`src/rtl/demux_dispatch_ctrl_if.sv`:
```
// Upstream word stream and 1-to-8 dispatch bus of demux_dispatch_ctrl.
// The slave modport is the controller's view; the master modport is the view of the
// upstream producer / downstream destinations.
interface demux_dispatch_ctrl_if #(
  parameter int unsigned DW = 8
);
  logic          in_valid;
  logic          in_ready;
  logic [DW-1:0] in_data;
  logic [2:0]    in_dest;
  logic          mode;
  logic [7:0]    out_valid;
  logic [DW-1:0] out_data;
  logic [7:0]    out_ready;
  logic [2:0]    sel;
  logic          busy;
  logic          timeout_err;
  logic [7:0]    drop_cnt;

  modport master (
    output in_valid, in_data, in_dest, mode, out_ready,
    input  in_ready, out_valid, out_data, sel, busy, timeout_err, drop_cnt
  );

  modport slave (
    input  in_valid, in_data, in_dest, mode, out_ready,
    output in_ready, out_valid, out_data, sel, busy, timeout_err, drop_cnt
  );
endinterface

```
`src/rtl/demux_dispatch_ctrl.sv`:
```
// Dispatch sequencer in front of a 1-to-8 demux: buffers words in a small FIFO and
// presents each one on a single destination, chosen from the word's own address
// (mode = 0) or from a round-robin pointer (mode = 1).
// Optional feature macro DEMUX_TIMEOUT_EN: when defined, a word that waits TIMEOUT cycles
// on an unresponsive destination is dropped (timeout_err pulse, saturating drop_cnt).
// When undefined, SEND waits forever and timeout_err / drop_cnt are tied to zero.
module demux_dispatch_ctrl #(
  parameter int unsigned DW      = 8,
  parameter int unsigned DEPTH   = 4,
  parameter int unsigned TIMEOUT = 15
) (
  input logic                  clk,
  input logic                  rst,
  demux_dispatch_ctrl_if.slave bus
);

  localparam int unsigned AW = $clog2(DEPTH);
  localparam int unsigned CW = AW + 1;
  localparam logic [CW-1:0] FullCnt = CW'(DEPTH);

  // Elaboration-time parameter sanity checks.
  if (DEPTH < 2 || (DEPTH & (DEPTH - 1)) != 0) begin : g_bad_depth
    $error("DEPTH must be a power of 2 and at least 2");
  end
  if (TIMEOUT < 1 || TIMEOUT > 255) begin : g_bad_timeout
    $error("TIMEOUT must lie in 1..255");
  end

  typedef enum logic [0:0] {StIdle, StSend} state_e;

  state_e        state_q;
  logic [DW+2:0] mem_q [DEPTH];
  logic [AW-1:0] wr_ptr_q;
  logic [AW-1:0] rd_ptr_q;
  logic [CW-1:0] count_q;
  logic [2:0]    rr_ptr_q;
  logic          mode_q;
  logic [7:0]    out_valid_q;
  logic [DW-1:0] out_data_q;
  logic [2:0]    sel_q;
  logic [DW+2:0] head;
  logic [2:0]    pop_sel;
  logic          push;
  logic          pop;

  // in_ready depends only on registered count, never on this cycle's pop.
  assign bus.in_ready = ~rst & (count_q != FullCnt);
  assign push         = bus.in_valid & bus.in_ready;
  assign pop          = (state_q == StIdle) & (count_q != '0);
  assign head         = mem_q[rd_ptr_q];
  assign pop_sel      = bus.mode ? rr_ptr_q : head[DW+2:DW];

  // FIFO storage: each entry is {dest, data}.
  always_ff @(posedge clk) begin
    if (push) begin
      mem_q[wr_ptr_q] <= {bus.in_dest, bus.in_data};
    end
  end

  // FIFO pointers and occupancy; pointers wrap naturally since DEPTH is a power of 2.
  always_ff @(posedge clk) begin
    if (rst) begin
      wr_ptr_q <= '0;
      rd_ptr_q <= '0;
      count_q  <= '0;
    end else begin
      if (push) wr_ptr_q <= wr_ptr_q + 1'b1;
      if (pop)  rd_ptr_q <= rd_ptr_q + 1'b1;
      if (push && !pop) begin
        count_q <= count_q + 1'b1;
      end else if (pop && !push) begin
        count_q <= count_q - 1'b1;
      end
    end
  end

`ifdef DEMUX_TIMEOUT_EN
  logic [7:0] wait_q;
  logic       timeout_err_q;
  logic [7:0] drop_cnt_q;
`endif

  // Dispatch FSM with registered outputs.
  always_ff @(posedge clk) begin
    if (rst) begin
      state_q     <= StIdle;
      rr_ptr_q    <= '0;
      mode_q      <= 1'b0;
      out_valid_q <= '0;
      out_data_q  <= '0;
      sel_q       <= '0;
`ifdef DEMUX_TIMEOUT_EN
      wait_q        <= '0;
      timeout_err_q <= 1'b0;
      drop_cnt_q    <= '0;
`endif
    end else begin
`ifdef DEMUX_TIMEOUT_EN
      timeout_err_q <= 1'b0;
`endif
      case (state_q)
        StIdle: begin
          if (pop) begin
            mode_q      <= bus.mode;
            sel_q       <= pop_sel;
            out_valid_q <= 8'b1 << pop_sel;
            out_data_q  <= head[DW-1:0];
            state_q     <= StSend;
`ifdef DEMUX_TIMEOUT_EN
            wait_q      <= '0;
`endif
          end
        end
        StSend: begin
          if (bus.out_ready[sel_q]) begin
            out_valid_q <= '0;
            state_q     <= StIdle;
            if (mode_q) rr_ptr_q <= rr_ptr_q + 3'd1;
          end
`ifdef DEMUX_TIMEOUT_EN
          // Drop on the TIMEOUT-th consecutive stalled SEND cycle.
          else if (wait_q == 8'(TIMEOUT - 1)) begin
            out_valid_q   <= '0;
            state_q       <= StIdle;
            timeout_err_q <= 1'b1;
            if (drop_cnt_q != 8'hFF) drop_cnt_q <= drop_cnt_q + 8'd1;
            if (mode_q) rr_ptr_q <= rr_ptr_q + 3'd1;
          end else begin
            wait_q <= wait_q + 8'd1;
          end
`endif
        end
        default: state_q <= StIdle;
      endcase
    end
  end

  assign bus.out_valid = out_valid_q;
  assign bus.out_data  = out_data_q;
  assign bus.sel       = sel_q;
  assign bus.busy      = (state_q == StSend) | (count_q != '0);

`ifdef DEMUX_TIMEOUT_EN
  assign bus.timeout_err = timeout_err_q;
  assign bus.drop_cnt    = drop_cnt_q;
`else
  assign bus.timeout_err = 1'b0;
  assign bus.drop_cnt    = 8'h00;
`endif

endmodule

```
`src/flat_wrapper.sv`:
```
// flat-port wrapper written by rule: the top's interface ports become plain ports
module demux_dispatch_ctrl_flat 
#(
  parameter int unsigned DW      = 8,
  parameter int unsigned DEPTH   = 4,
  parameter int unsigned TIMEOUT = 15
)
  (clk, rst, bus_in_valid, bus_in_data, bus_in_dest, bus_mode, bus_out_ready, bus_in_ready, bus_out_valid, bus_out_data, bus_sel, bus_busy, bus_timeout_err, bus_drop_cnt);
  demux_dispatch_ctrl_if #(.DW(DW)) bus_i ();
  input logic clk;
  input logic rst;
  input wire logic [$bits(bus_i.in_valid)-1:0] bus_in_valid;
  input wire logic [$bits(bus_i.in_data)-1:0] bus_in_data;
  input wire logic [$bits(bus_i.in_dest)-1:0] bus_in_dest;
  input wire logic [$bits(bus_i.mode)-1:0] bus_mode;
  input wire logic [$bits(bus_i.out_ready)-1:0] bus_out_ready;
  output wire logic [$bits(bus_i.in_ready)-1:0] bus_in_ready;
  output wire logic [$bits(bus_i.out_valid)-1:0] bus_out_valid;
  output wire logic [$bits(bus_i.out_data)-1:0] bus_out_data;
  output wire logic [$bits(bus_i.sel)-1:0] bus_sel;
  output wire logic [$bits(bus_i.busy)-1:0] bus_busy;
  output wire logic [$bits(bus_i.timeout_err)-1:0] bus_timeout_err;
  output wire logic [$bits(bus_i.drop_cnt)-1:0] bus_drop_cnt;
  assign bus_i.in_valid = bus_in_valid;
  assign bus_i.in_data = bus_in_data;
  assign bus_i.in_dest = bus_in_dest;
  assign bus_i.mode = bus_mode;
  assign bus_i.out_ready = bus_out_ready;
  assign bus_in_ready = bus_i.in_ready;
  assign bus_out_valid = bus_i.out_valid;
  assign bus_out_data = bus_i.out_data;
  assign bus_sel = bus_i.sel;
  assign bus_busy = bus_i.busy;
  assign bus_timeout_err = bus_i.timeout_err;
  assign bus_drop_cnt = bus_i.drop_cnt;
  demux_dispatch_ctrl #(.DW(DW), .DEPTH(DEPTH), .TIMEOUT(TIMEOUT)) u_core (.clk(clk), .rst(rst), .bus(bus_i));
endmodule
```
`config.mk`:
```
export PLATFORM = sky130hd
export DESIGN_NAME = demux_dispatch_ctrl_flat
export DESIGN_NICKNAME = d
export VERILOG_FILES = /design/src/rtl/demux_dispatch_ctrl_if.sv /design/src/rtl/demux_dispatch_ctrl.sv /design/src/flat_wrapper.sv
export SDC_FILE = /design/constraint.sdc
export NUM_CORES = 1
export LEC_CHECK = 0
export BUFFER_PORTS_ARGS = -buffer_cell sky130_fd_sc_hd__buf_2
export CAP_MARGIN = 40
export CORE_UTILIZATION = 40
export CTS_BUF_LIST = sky130_fd_sc_hd__clkbuf_2
export CTS_CLUSTER_SIZE = 24
export DETAILED_ROUTE_END_ITERATION = 12
export HOLD_SLACK_MARGIN = 0.05
export SKIP_LAST_GASP = 1
export SLEW_MARGIN = 20
export SYNTH_ARGS = -nofsm -noshare
export SYNTH_HDL_FRONTEND = slang
export SYNTH_SLANG_ARGS = --single-unit
```
`constraint.sdc`:
```
create_clock -name clk -period 2.5 [get_ports clk]
set_input_delay 0.5 -clock clk [delete_from_list [all_inputs] [get_ports clk]]
set_output_delay 0.5 -clock clk [all_outputs]
set_load 0.05 [all_outputs]
```
==> results of run 1 <==
[Yosys cell counts (all sizes together), types with 2 or more instances]
cell / instances / area, µm²
edfxtp: 44 / 1320
dfxtp: 33 / 661
nand2: 31 / 116
a21oi: 17 / 85.1
nor2: 17 / 71.3
buf: 14 / 96.3
mux2i: 12 / 120
mux4: 9 / 203
and3: 6 / 37.5
ha: 6 / 75.1
inv: 6 / 22.5
nor3: 6 / 35.0
clkbuf: 5 / 18.8
nand3: 4 / 20.0
xnor2: 4 / 35.0
nand2b: 3 / 18.8
xor2: 3 / 26.3
a21o: 2 / 15.0
a22o: 2 / 17.5
nand3b: 2 / 15.0
o211ai: 2 / 15.0
o32ai: 2 / 17.5
[state kept, by name, indices dropped and copies added (netlist names), named ones only]
signal / count
u_core.count_q: 3
u_core.mode_q: 1
u_core.bus.out_valid: 8
u_core.rr_ptr_q: 3
u_core.rd_ptr_q: 2
u_core.mem_q: 44
u_core.bus.out_data: 8
u_core.state_q: 1
u_core.wr_ptr_q: 2
u_core.bus.sel: 3
[metrics by stage]
step           worst slack (ns)  total power, mW  instance area (µm²)  instances
2_1_floorplan            0.0439             2.75                 3160        247
3_3_place_gp              0.236             3.05                 3410        374
3_5_place_dp              0.185             3.07                 3410        374
4_1_cts                   0.211             3.77                 3540        390
5_1_grt                  0.0336             3.97                 3540        390
6_report                  0.211             3.73                 3540        390
[layout make-up]
cell class              instances  area [µm²]
repair buffers                 47         245
flip-flops and latches         77        1980
multi-input cells             145        1040
fillers                       680        3830
clock inverters                 7        82.6
inverters                       6        22.5
clock buffers                   9        45.0
well taps                      99         124
[worst max-delay path, cell delays in order (launching register included)]
cell	delay, ns
dfxtp_1	0.47
nor2_1	0.11
a21oi_4	0.20
and2_1	0.23
ha_1	0.21
inv_1	0.06
fa_1	0.37
xor2_1	0.16
or3_1	0.30
a21oi_1	0.13
[routing by layer]
layer | share of wire | track usage | vias up
li1 | - | - | 931
met1 | 0.47 | 0.192 | 901
met2 | 0.45 | 0.216 | 57
met3 | 0.059 | 0.0482 | 9
met4 | 0.019 | 0.0645 | 0
met5 | 0 | 0 | -
[placed cells by master, fill, tap and decap left out, drive strengths merged, types with 2 or more instances in the layout]
cell	count
a22o	2
clkbuf	9
xor2	3
a21o	2
o211ai	2
nand2	31
xnor2	4
conb	9
and3	6
buf	47
edfxtp	44
a21oi	17
nand3	4
mux4	9
dfxtp	33
clkinv	4
nor2	17
nand3b	2
o32ai	2
ha	6
inv	8
mux2i	12
nor3	6
nand2b	3
[worst paths after layout]
| kind | startpoint | endpoint | slack [ns] | cells after the start |
|---|---|---|---|---|
| worst min-delay path | bus_in_data[4] | u_core.mem_q[2][4]$_DFFE_PP_ | 0.18 | 1 |
| worst min register to register | u_core.bus.out_data[4]$_SDFFE_PP0P_ | u_core.bus.out_data[4]$_SDFFE_PP0P_ | 0.47 | 2 |
| worst max-delay path | u_core.count_q[0]$_SDFFE_PP0P_ | u_core.count_q[2]$_SDFFE_PP0P_ | 0.21 | 9 |
| worst max register to register | u_core.count_q[0]$_SDFFE_PP0P_ | u_core.count_q[2]$_SDFFE_PP0P_ | 0.21 | 9 |
[power breakdown]
| part | internal, mW | leakage, nW | total (mW) | switching, mW |
|---|---|---|---|---|
| clock | 0.246 | 0.0771 | 0.713 | 0.466 |
| sequential | 1.52 | 0.669 | 1.67 | 0.145 |
| combinational | 0.440 | 0.618 | 1.35 | 0.909 |
| total | 2.21 | 1.36 | 3.73 | 1.52 |
[cell families (layout without fill, tap and decap cells)]
logic type	after synthesis	count (layout)	share of synthesized area
xor+xnor	7	7	0.0197
buf+inv	25	69	0.0442
mux	21	21	0.104
fa+ha+maj	7	7	0.0305
flops	77	77	0.636
simple gates	73	73	0.110
other cells	1	9	0.00120
compound gates	28	28	0.0546
==> flow_summary.yaml, run 1 <==
global_routing:
  grt_max_degree: 33
  grt_overflow: 0
  grt_pass1_vias: 1832
  antenna_found_initial: 0
  grt_use_total: 0.145
  grt_pass1_wl_mm: 9.02
outcome:
  outcome: "finished clean"
floorplan:
  die_h_um: 90.2
  fp-row-count: 31
  die_area_um2: 8140
  initial_core_util: 0.423
  coreArea_um2: 7370
  die_x_um: 90.2
  ios: 53
logic_synthesis:
  synthCells: 239
  ys_async_sr_fraction: 0
  synth_warnings: 0
  synth.distinct_cells: 36
  ys.flop_type: "edfxtp_1"
  avgSynthCellArea_um2: 13.0
  yosys_register_bits: 77
  synth_edf_count: 44
  seq_area_frac_synth: 0.636
  synth_area_um2: 3110
clock_tree:
  cts_resized: 0
  cts_buffer_depth: 2
  cts_setup_buffers: 0
  path_clk_slew_ns: 0.23
  postCtsHoldBufs: 0
  root_buffer: "clkbuf_2"
  tritoncts: "done"
  cts_sinks: 77
  numCtsBuffers: 9
  htreeDepth: 3
  clock_insertion_delay_worst_skew_ns: 0.52
detailed_routing:
  wire_per_inst_um: 13.8
  drt-total-wl_mm: 5.37
  vias_per_cell: 4.87
  drcViolationCount: 0
  drtIter0Drc: 67
  first_pass_iters: 4
  ant_nets: 0
  vias: 1898
job:
  maxCapViolCount: 0
timing:
  rsz0062_at_grt: "false"
  setup_viol: 0
  min_period_over_period: 0.916
  drv_slew: 0
  fin_crit_ns: 2.29
  skew_ns: 0.0252
  max_freq_ghz: 0.437
  hold_viol: 0
  hold-worst-slack_ns: 0.179
  worst_pin_slew_ns: 0.636
  slew_headroom: 0.576
  fin_tns_setup_ns: 0
setup_path:
  cp_max_fo: 6
  crit_type: "flop to flop"
  cp-start-kind: "flop"
  cp.required_ns: 2.98
  crit_arrival_ns: 2.77
  endpoint_kind: "flop"
cells_and_area:
  diodes: 0
  drive_gt1_frac: 0.268
  syn_to_final_growth_pct: 13.6
  fin_util: 0.480
  layout.nets: 316
placed_design:
  gp_congestion: 0.754
  place_hpwl_mm: 3.73
  io_buffers: 43
pwr:
  ir_worst_vdd_mv: 0.388
  power.leakage_nw: 1.36
  power.density_nw_per_um2: 1050
min_path:
  hp-class: "input pin to flop"
Power figures use the tool's default switching activity.
==> run 2: changes to the inputs <==
--- a/config.mk
+++ b/config.mk
@@ -11,7 +11,9 @@
 export CTS_BUF_LIST = sky130_fd_sc_hd__clkbuf_2
 export CTS_CLUSTER_SIZE = 24
 export DETAILED_ROUTE_END_ITERATION = 12
+export GPL_TIMING_DRIVEN = 0
 export HOLD_SLACK_MARGIN = 0.05
+export PLACE_DENSITY_LB_ADDON = 0.05
 export SKIP_LAST_GASP = 1
 export SLEW_MARGIN = 20
 export SYNTH_ARGS = -nofsm -noshare
==> run 2 against run 1 <==
Compared with the run above:
- clock-buffer cell count did not move
- combinational power increased by 5%
- clock skew fell by 0.0024 ns
- design area up 2.0%
- critical endpoint unchanged
- highest routed layer unchanged
==> flow_summary.yaml, run 2 (same netlist as run 1, synthesis figures left out) <==
outcome:
  outcome: "finished clean"
cells_and_area:
  diodes: 0
  top_register: "u_core.mem_q"
  multiInputGateArea_um2: 1040
  final_cell_mix: "buf_2, edfxtp_1, nand2_1, dfxtp_1, a21oi_1"
  drive_gt1_frac: 0.296
  fill_cells: 698
  final_common_cell: "buf_2"
  layout.cells.non_filler: 403
  largest_reg_flops: 44
  layout.nets: 329
  syn_to_final_growth_pct: 15.9
  regArea_um2: 1990
detailed_routing:
  vias_per_cell: 4.71
  drcViolationCount: 0
  drtIter0Drc: 74
  ant_nets: 0
  first_pass_iters: 4
  vias: 1899
  drt-total-wl_mm: 5.75
  wire_per_inst_um: 14.3
floorplan:
  coreArea_um2: 7370
  die_h_um: 90.2
  ios: 53
  fp-row-count: 31
  initial_core_util: 0.423
  die_x_um: 90.2
  die_area_um2: 8140
setup_path:
  crit_buf_inv: 2
  crit_slowest_cell: "dfxtp_4"
  cp_max_fo: 17
  r2r_start: "u_core.count_q[0]$_SDFFE_PP0P_"
  crit_type: "flop to flop"
  ff2ff_path_depth: 9
  regToRegSetupSlack_ns: 0.23
  endpoint_kind: "flop"
  crit_family: "simple AND/OR/NAND/NOR gates"
  cp.required_ns: 2.99
  cpPeakStageDelay_ns: 0.42
  cp_cell_sequence: "nor3_2 > nor2_2 > inv_4 > ha_1 > inv_1 > fa_1 > xor2_1 > or3_1 > a21oi_1"
  crit_arrival_ns: 2.76
  cp-start-kind: "flop"
  r2r_end: "u_core.count_q[2]$_SDFFE_PP0P_"
min_path:
  hold_depth: 1
  min_from: "bus_in_data[5]"
  whs_endpoint: "u_core.mem_q[1][5]$_DFFE_PP_"
  hp-class: "input pin to flop"
pwr:
  pwr-share-seq: 0.441
  power.density_nw_per_um2: 1030
  combPwrFrac: 0.382
  ir_worst_vdd_mv: 0.334
  p_sw_frac: 0.425
  p_int_mw: 2.13
  p_clk_frac: 0.177
  power.leakage_nw: 1.41
  netSwitchingPower_mw: 1.57
timing:
  setup_viol: 0
  min_period_over_period: 0.906
  skew_ns: 0.0228
  max_freq_ghz: 0.441
  hold_viol: 0
  hold-worst-slack_ns: 0.154
  worst_pin_slew_ns: 0.589
  slew_headroom: 0.607
  drv_slew: 0
  fin_crit_ns: 2.27
  rsz0062_at_grt: "false"
global_routing:
  grt_max_degree: 18
  grt_pass1_wl_mm: 9.57
  grt_overflow: 0
  grt_pass1_vias: 1848
  grt_use_total: 0.158
  antenna_found_initial: 0
clock_tree:
  path_clk_slew_ns: 0.25
  postCtsHoldBufs: 0
  cts_setup_buffers: 0
  root_buffer: "clkbuf_2"
  numCtsBuffers: 9
  htreeDepth: 3
  cts_sinks: 77
  clock_insertion_delay_worst_skew_ns: 0.53
  cts_buffer_depth: 2
  tritoncts: "done"
placed_design:
  gp_congestion: 0.749
  io_buffers: 43
  place_hpwl_mm: 4.01
  dp.cells: 389
job:
  maxCapViolCount: 0
[run 2: area by class of cell]
type	count	share of cell area
Tap cell	99	0.0343
Sequential cell	77	0.551
Buffer	17	0.0298
Multi-Input combinational cell	145	0.288
Clock buffer	9	0.0125
Timing Repair Buffer	43	0.0596
Clock inverter	7	0.0177
Inverter	6	0.00693
[run 2: worst register-to-register path, delay by kind of cell (launching register included)]
kind | cells | cell delay [ns]
fa+ha+maj | 2 | 0.58
flops | 1 | 0.42
buf+inv | 2 | 0.25
simple gates | 3 | 0.67
compound gates | 1 | 0.14
xor+xnor | 1 | 0.16
[run 2: per-layer routing]
metal / global-route usage / vias up / wire [µm]
met5: 0 / - / 0
met4: 0.0766 / 0 / 125
met3: 0.0465 / 11 / 295
met2: 0.233 / 59 / 2530
met1: 0.212 / 865 / 2800
li1: - / 964 / -
[run 2: power by group through the flow]
stage          sequential (mW)  clock [mW]  combinational [mW]
2_1_floorplan             1.94           0               0.807
3_3_place_gp              1.65           0                1.44
3_5_place_dp              1.66           0                1.43
4_1_cts                   1.63       0.679                1.44
5_1_grt                   1.66       0.738                1.57
6_report                  1.63       0.655                1.42
[run 2: per-stage QoR]
step                      power (mW)   util  setup slack, ns  TNS [ns]  cell area, µm²
final                           3.70  0.490            0.235         0            3610
after floorplan                 2.75      -           0.0439         0            3160
after detailed placement        3.09  0.474           -0.351    -0.415            3490
after CTS                       3.75  0.489           0.0620         0            3600
after global routing            3.97  0.490           0.0316         0            3610
after global placement          3.09  0.474           -0.358    -0.419            3490
[run 2: worst max-delay path by stage]
stage                                               from  depth (start not counted)                             end  slack, ns
after floorplan           u_core.count_q[0]$_SDFFE_PP0P_                         10  u_core.count_q[2]$_SDFFE_PP0P_       0.04
after global placement    u_core.count_q[0]$_SDFFE_PP0P_                         10  u_core.count_q[2]$_SDFFE_PP0P_      -0.36
after detailed placement  u_core.count_q[0]$_SDFFE_PP0P_                         10  u_core.count_q[2]$_SDFFE_PP0P_      -0.35
after CTS                 u_core.count_q[0]$_SDFFE_PP0P_                         10  u_core.count_q[2]$_SDFFE_PP0P_       0.06
after global routing      u_core.count_q[0]$_SDFFE_PP0P_                          9  u_core.count_q[2]$_SDFFE_PP0P_       0.03
final                     u_core.count_q[0]$_SDFFE_PP0P_                          9  u_core.count_q[2]$_SDFFE_PP0P_       0.23
[run 2: timing repair]
item,CTS,global route
gates resized for setup,1,4
cloned,0,0
setup endpoints to repair,2,1
==> run 3: changes to the inputs <==
--- a/config.mk
+++ b/config.mk
@@ -5,6 +5,7 @@
 export SDC_FILE = /design/constraint.sdc
 export NUM_CORES = 1
 export LEC_CHECK = 0
+export ABC_AREA = 1
 export BUFFER_PORTS_ARGS = -buffer_cell sky130_fd_sc_hd__buf_2
 export CAP_MARGIN = 40
 export CORE_UTILIZATION = 40
==> run 3 against run 2 <==
Compared with the run above:
- final cell count grew 34%
- core utilization shrank 1.5 points
- critical path depth shrank 6
- routed wire length grew 25%
- sequential share of layout area shrank 4.5 points
- first-iteration DRC count grew 42%
- via count grew 31%
- clock-buffer cell count grew 1
- worst setup slack gained 0.042 ns
==> flow_summary.yaml, run 3 <==
outcome:
  outcome: "finished clean"
detailed_routing:
  vias_per_cell: 4.60
  drt-total-wl_mm: 7.20
  drtIter0Drc: 105
  drcViolationCount: 0
  ant_nets: 0
  wire_per_inst_um: 13.3
  first_pass_iters: 4
  vias: 2480
timing:
  fin_crit_ns: 2.22
  setup_viol: 0
  worst_pin_slew_ns: 0.761
  max_freq_ghz: 0.450
  slew_headroom: 0.492
  skew_ns: 0.0274
  fin_tns_setup_ns: 0
  min_period_over_period: 0.889
  hold_viol: 0
  drv_slew: 0
  rsz0062_at_grt: "false"
floorplan:
  fp-row-count: 33
  die_x_um: 94.4
  ios: 53
  die_h_um: 94.4
  initial_core_util: 0.414
  die_area_um2: 8910
  coreArea_um2: 8260
clock_tree:
  clock_insertion_delay_worst_skew_ns: 0.52
  root_buffer: "clkbuf_2"
  tritoncts: "done"
  postCtsHoldBufs: 0
  cts_setup_buffers: 0
  cts_resized: 0
  numCtsBuffers: 9
  cts_buffer_depth: 2
  path_clk_slew_ns: 0.24
  htreeDepth: 3
  cts_sinks: 77
logic_synthesis:
  synth_area_um2: 3420
  ys.flop_type: "edfxtp_1"
  netlist_top_cells_area: "edfxtp_1, dfxtp_1, nand2_1"
  synth.distinct_cells: 27
  synthCells: 366
  synth_edf_count: 44
  synth_most_common_cell: "nand2_1"
  ys_async_sr_fraction: 0
  synthTopCellsByCount: "nand2_1, nor2_1, inv_1"
  avgSynthCellArea_um2: 9.33
  yosys.area.top_type_share: 0.387
  seq_area_frac_synth: 0.580
  synth_warnings: 0
  synth_top_area_cell: "edfxtp_1"
  yosys_register_bits: 77
placed_design:
  dp.cells: 523
  gp_congestion: 0.762
  io_buffers: 43
  place_hpwl_mm: 4.94
setup_path:
  crit_type: "flop to primary output"
  r2r_start: "u_core.count_q[1]$_SDFFE_PP0P_"
  r2r_end: "u_core.count_q[2]$_SDFFE_PP0P_"
  crit_arrival_ns: 1.72
  ff2ff_path_depth: 11
  cp-start-kind: "flop"
  regToRegSetupSlack_ns: 0.32
  cp_max_fo: 5
  endpoint_kind: "primary output"
  cp.required_ns: 2.00
global_routing:
  grt_overflow: 0
  grt_pass1_wl_mm: 11.3
  antenna_found_initial: 0
  grt_pass1_vias: 2292
  grt_max_degree: 15
  grt_use_total: 0.176
pwr:
  finalPower_mw: 4.43
  ir_worst_vdd_mv: 0.465
  power.leakage_nw: 1.71
  power.density_nw_per_um2: 1130
job:
  maxCapViolCount: 0
cells_and_area:
  layout.cells.non_filler: 539
  layout.nets: 459
  drive_gt1_frac: 0.247
  diodes: 0
  largest_reg_flops: 44
  final_common_cell: "nand2_1"
  top_register: "u_core.mem_q"
  final_cell_mix: "nand2_1, buf_2, nor2_1"
  syn_to_final_growth_pct: 14.8
  fill_cells: 839
min_path:
  whs_endpoint: "u_core.mem_q[0][9]$_DFFE_PP_"
  hp-class: "input pin to flop"
  min_from: "bus_in_dest[1]"
  hold_depth: 1
run 3: metrics by stage:
step                      setup WS (ns)   util  instance area [µm²]  hold slack, ns
after global placement           0.0614  0.461                 3810           0.451
after floorplan                   0.224      -                 3460           0.436
after global routing              0.127  0.475                 3920           0.118
final                             0.277  0.475                 3920           0.180
after CTS                         0.228  0.475                 3920           0.145
after detailed placement          0.165  0.463                 3830           0.460
run 3: metal layers:
| metal | part of all wire | global-route usage |
|---|---|---|
| met5 | 0 | 0 |
| met4 | 0.0090 | 0.0423 |
| met3 | 0.039 | 0.0523 |
| met2 | 0.50 | 0.312 |
| met1 | 0.46 | 0.207 |
run 3: kinds of logic (layout without fill, tap and decap cells):
group	Yosys count	in the layout	synth area share
XOR/XNOR	2	2	0.00513
buffers and inverters	69	129	0.0890
AND/OR/NAND/NOR	150	150	0.205
adder cells (fa/ha/maj)	7	7	0.0278
flip-flops	77	77	0.580
AO/OA/AOI/OAI	60	60	0.0916
other	1	9	0.00110
run 3: cell type report:
type,count,area [µm²],share of cell area
clock buffer,10,50.0,0.0128
clock inverter,6,46.3,0.0118
sequential,77,1980,0.505
inverter,49,184,0.0469
timing repair buffer,44,226,0.0577
tap,105,131,0.0335
buffer,20,120,0.0306
multi-input combinational,228,1180,0.301
run 3: worst max-delay path by stage:
stage	end	depth (start not counted)	startpoint
floorplan	u_core.count_q[2]$_SDFFE_PP0P_	10	rst
global placement	u_core.mem_q[0][4]$_DFFE_PP_	4	rst
detailed placement	u_core.count_q[2]$_SDFFE_PP0P_	11	rst
CTS	bus_busy	3	u_core.state_q$_SDFF_PP0_
global route	u_core.count_q[1]$_SDFFE_PP0P_	9	u_core.count_q[0]$_SDFFE_PP0P_
finish	bus_busy	3	u_core.state_q$_SDFF_PP0_
run 3: worst max-delay path: stages, from the launching register on:
cell	delay, ns
dfxtp_1	0.53
inv_1	0.12
nand4_1	0.23
buf_2	0.32
run 3: power breakdown:
| part | internal (mW) | leakage, nW | switching (mW) |
|---|---|---|---|
| Sequential | 1.55 | 0.672 | 0.155 |
| Clock | 0.145 | 0.0610 | 0.465 |
| Combinational | 0.617 | 0.974 | 1.49 |
| Total | 2.32 | 1.71 | 2.11 |
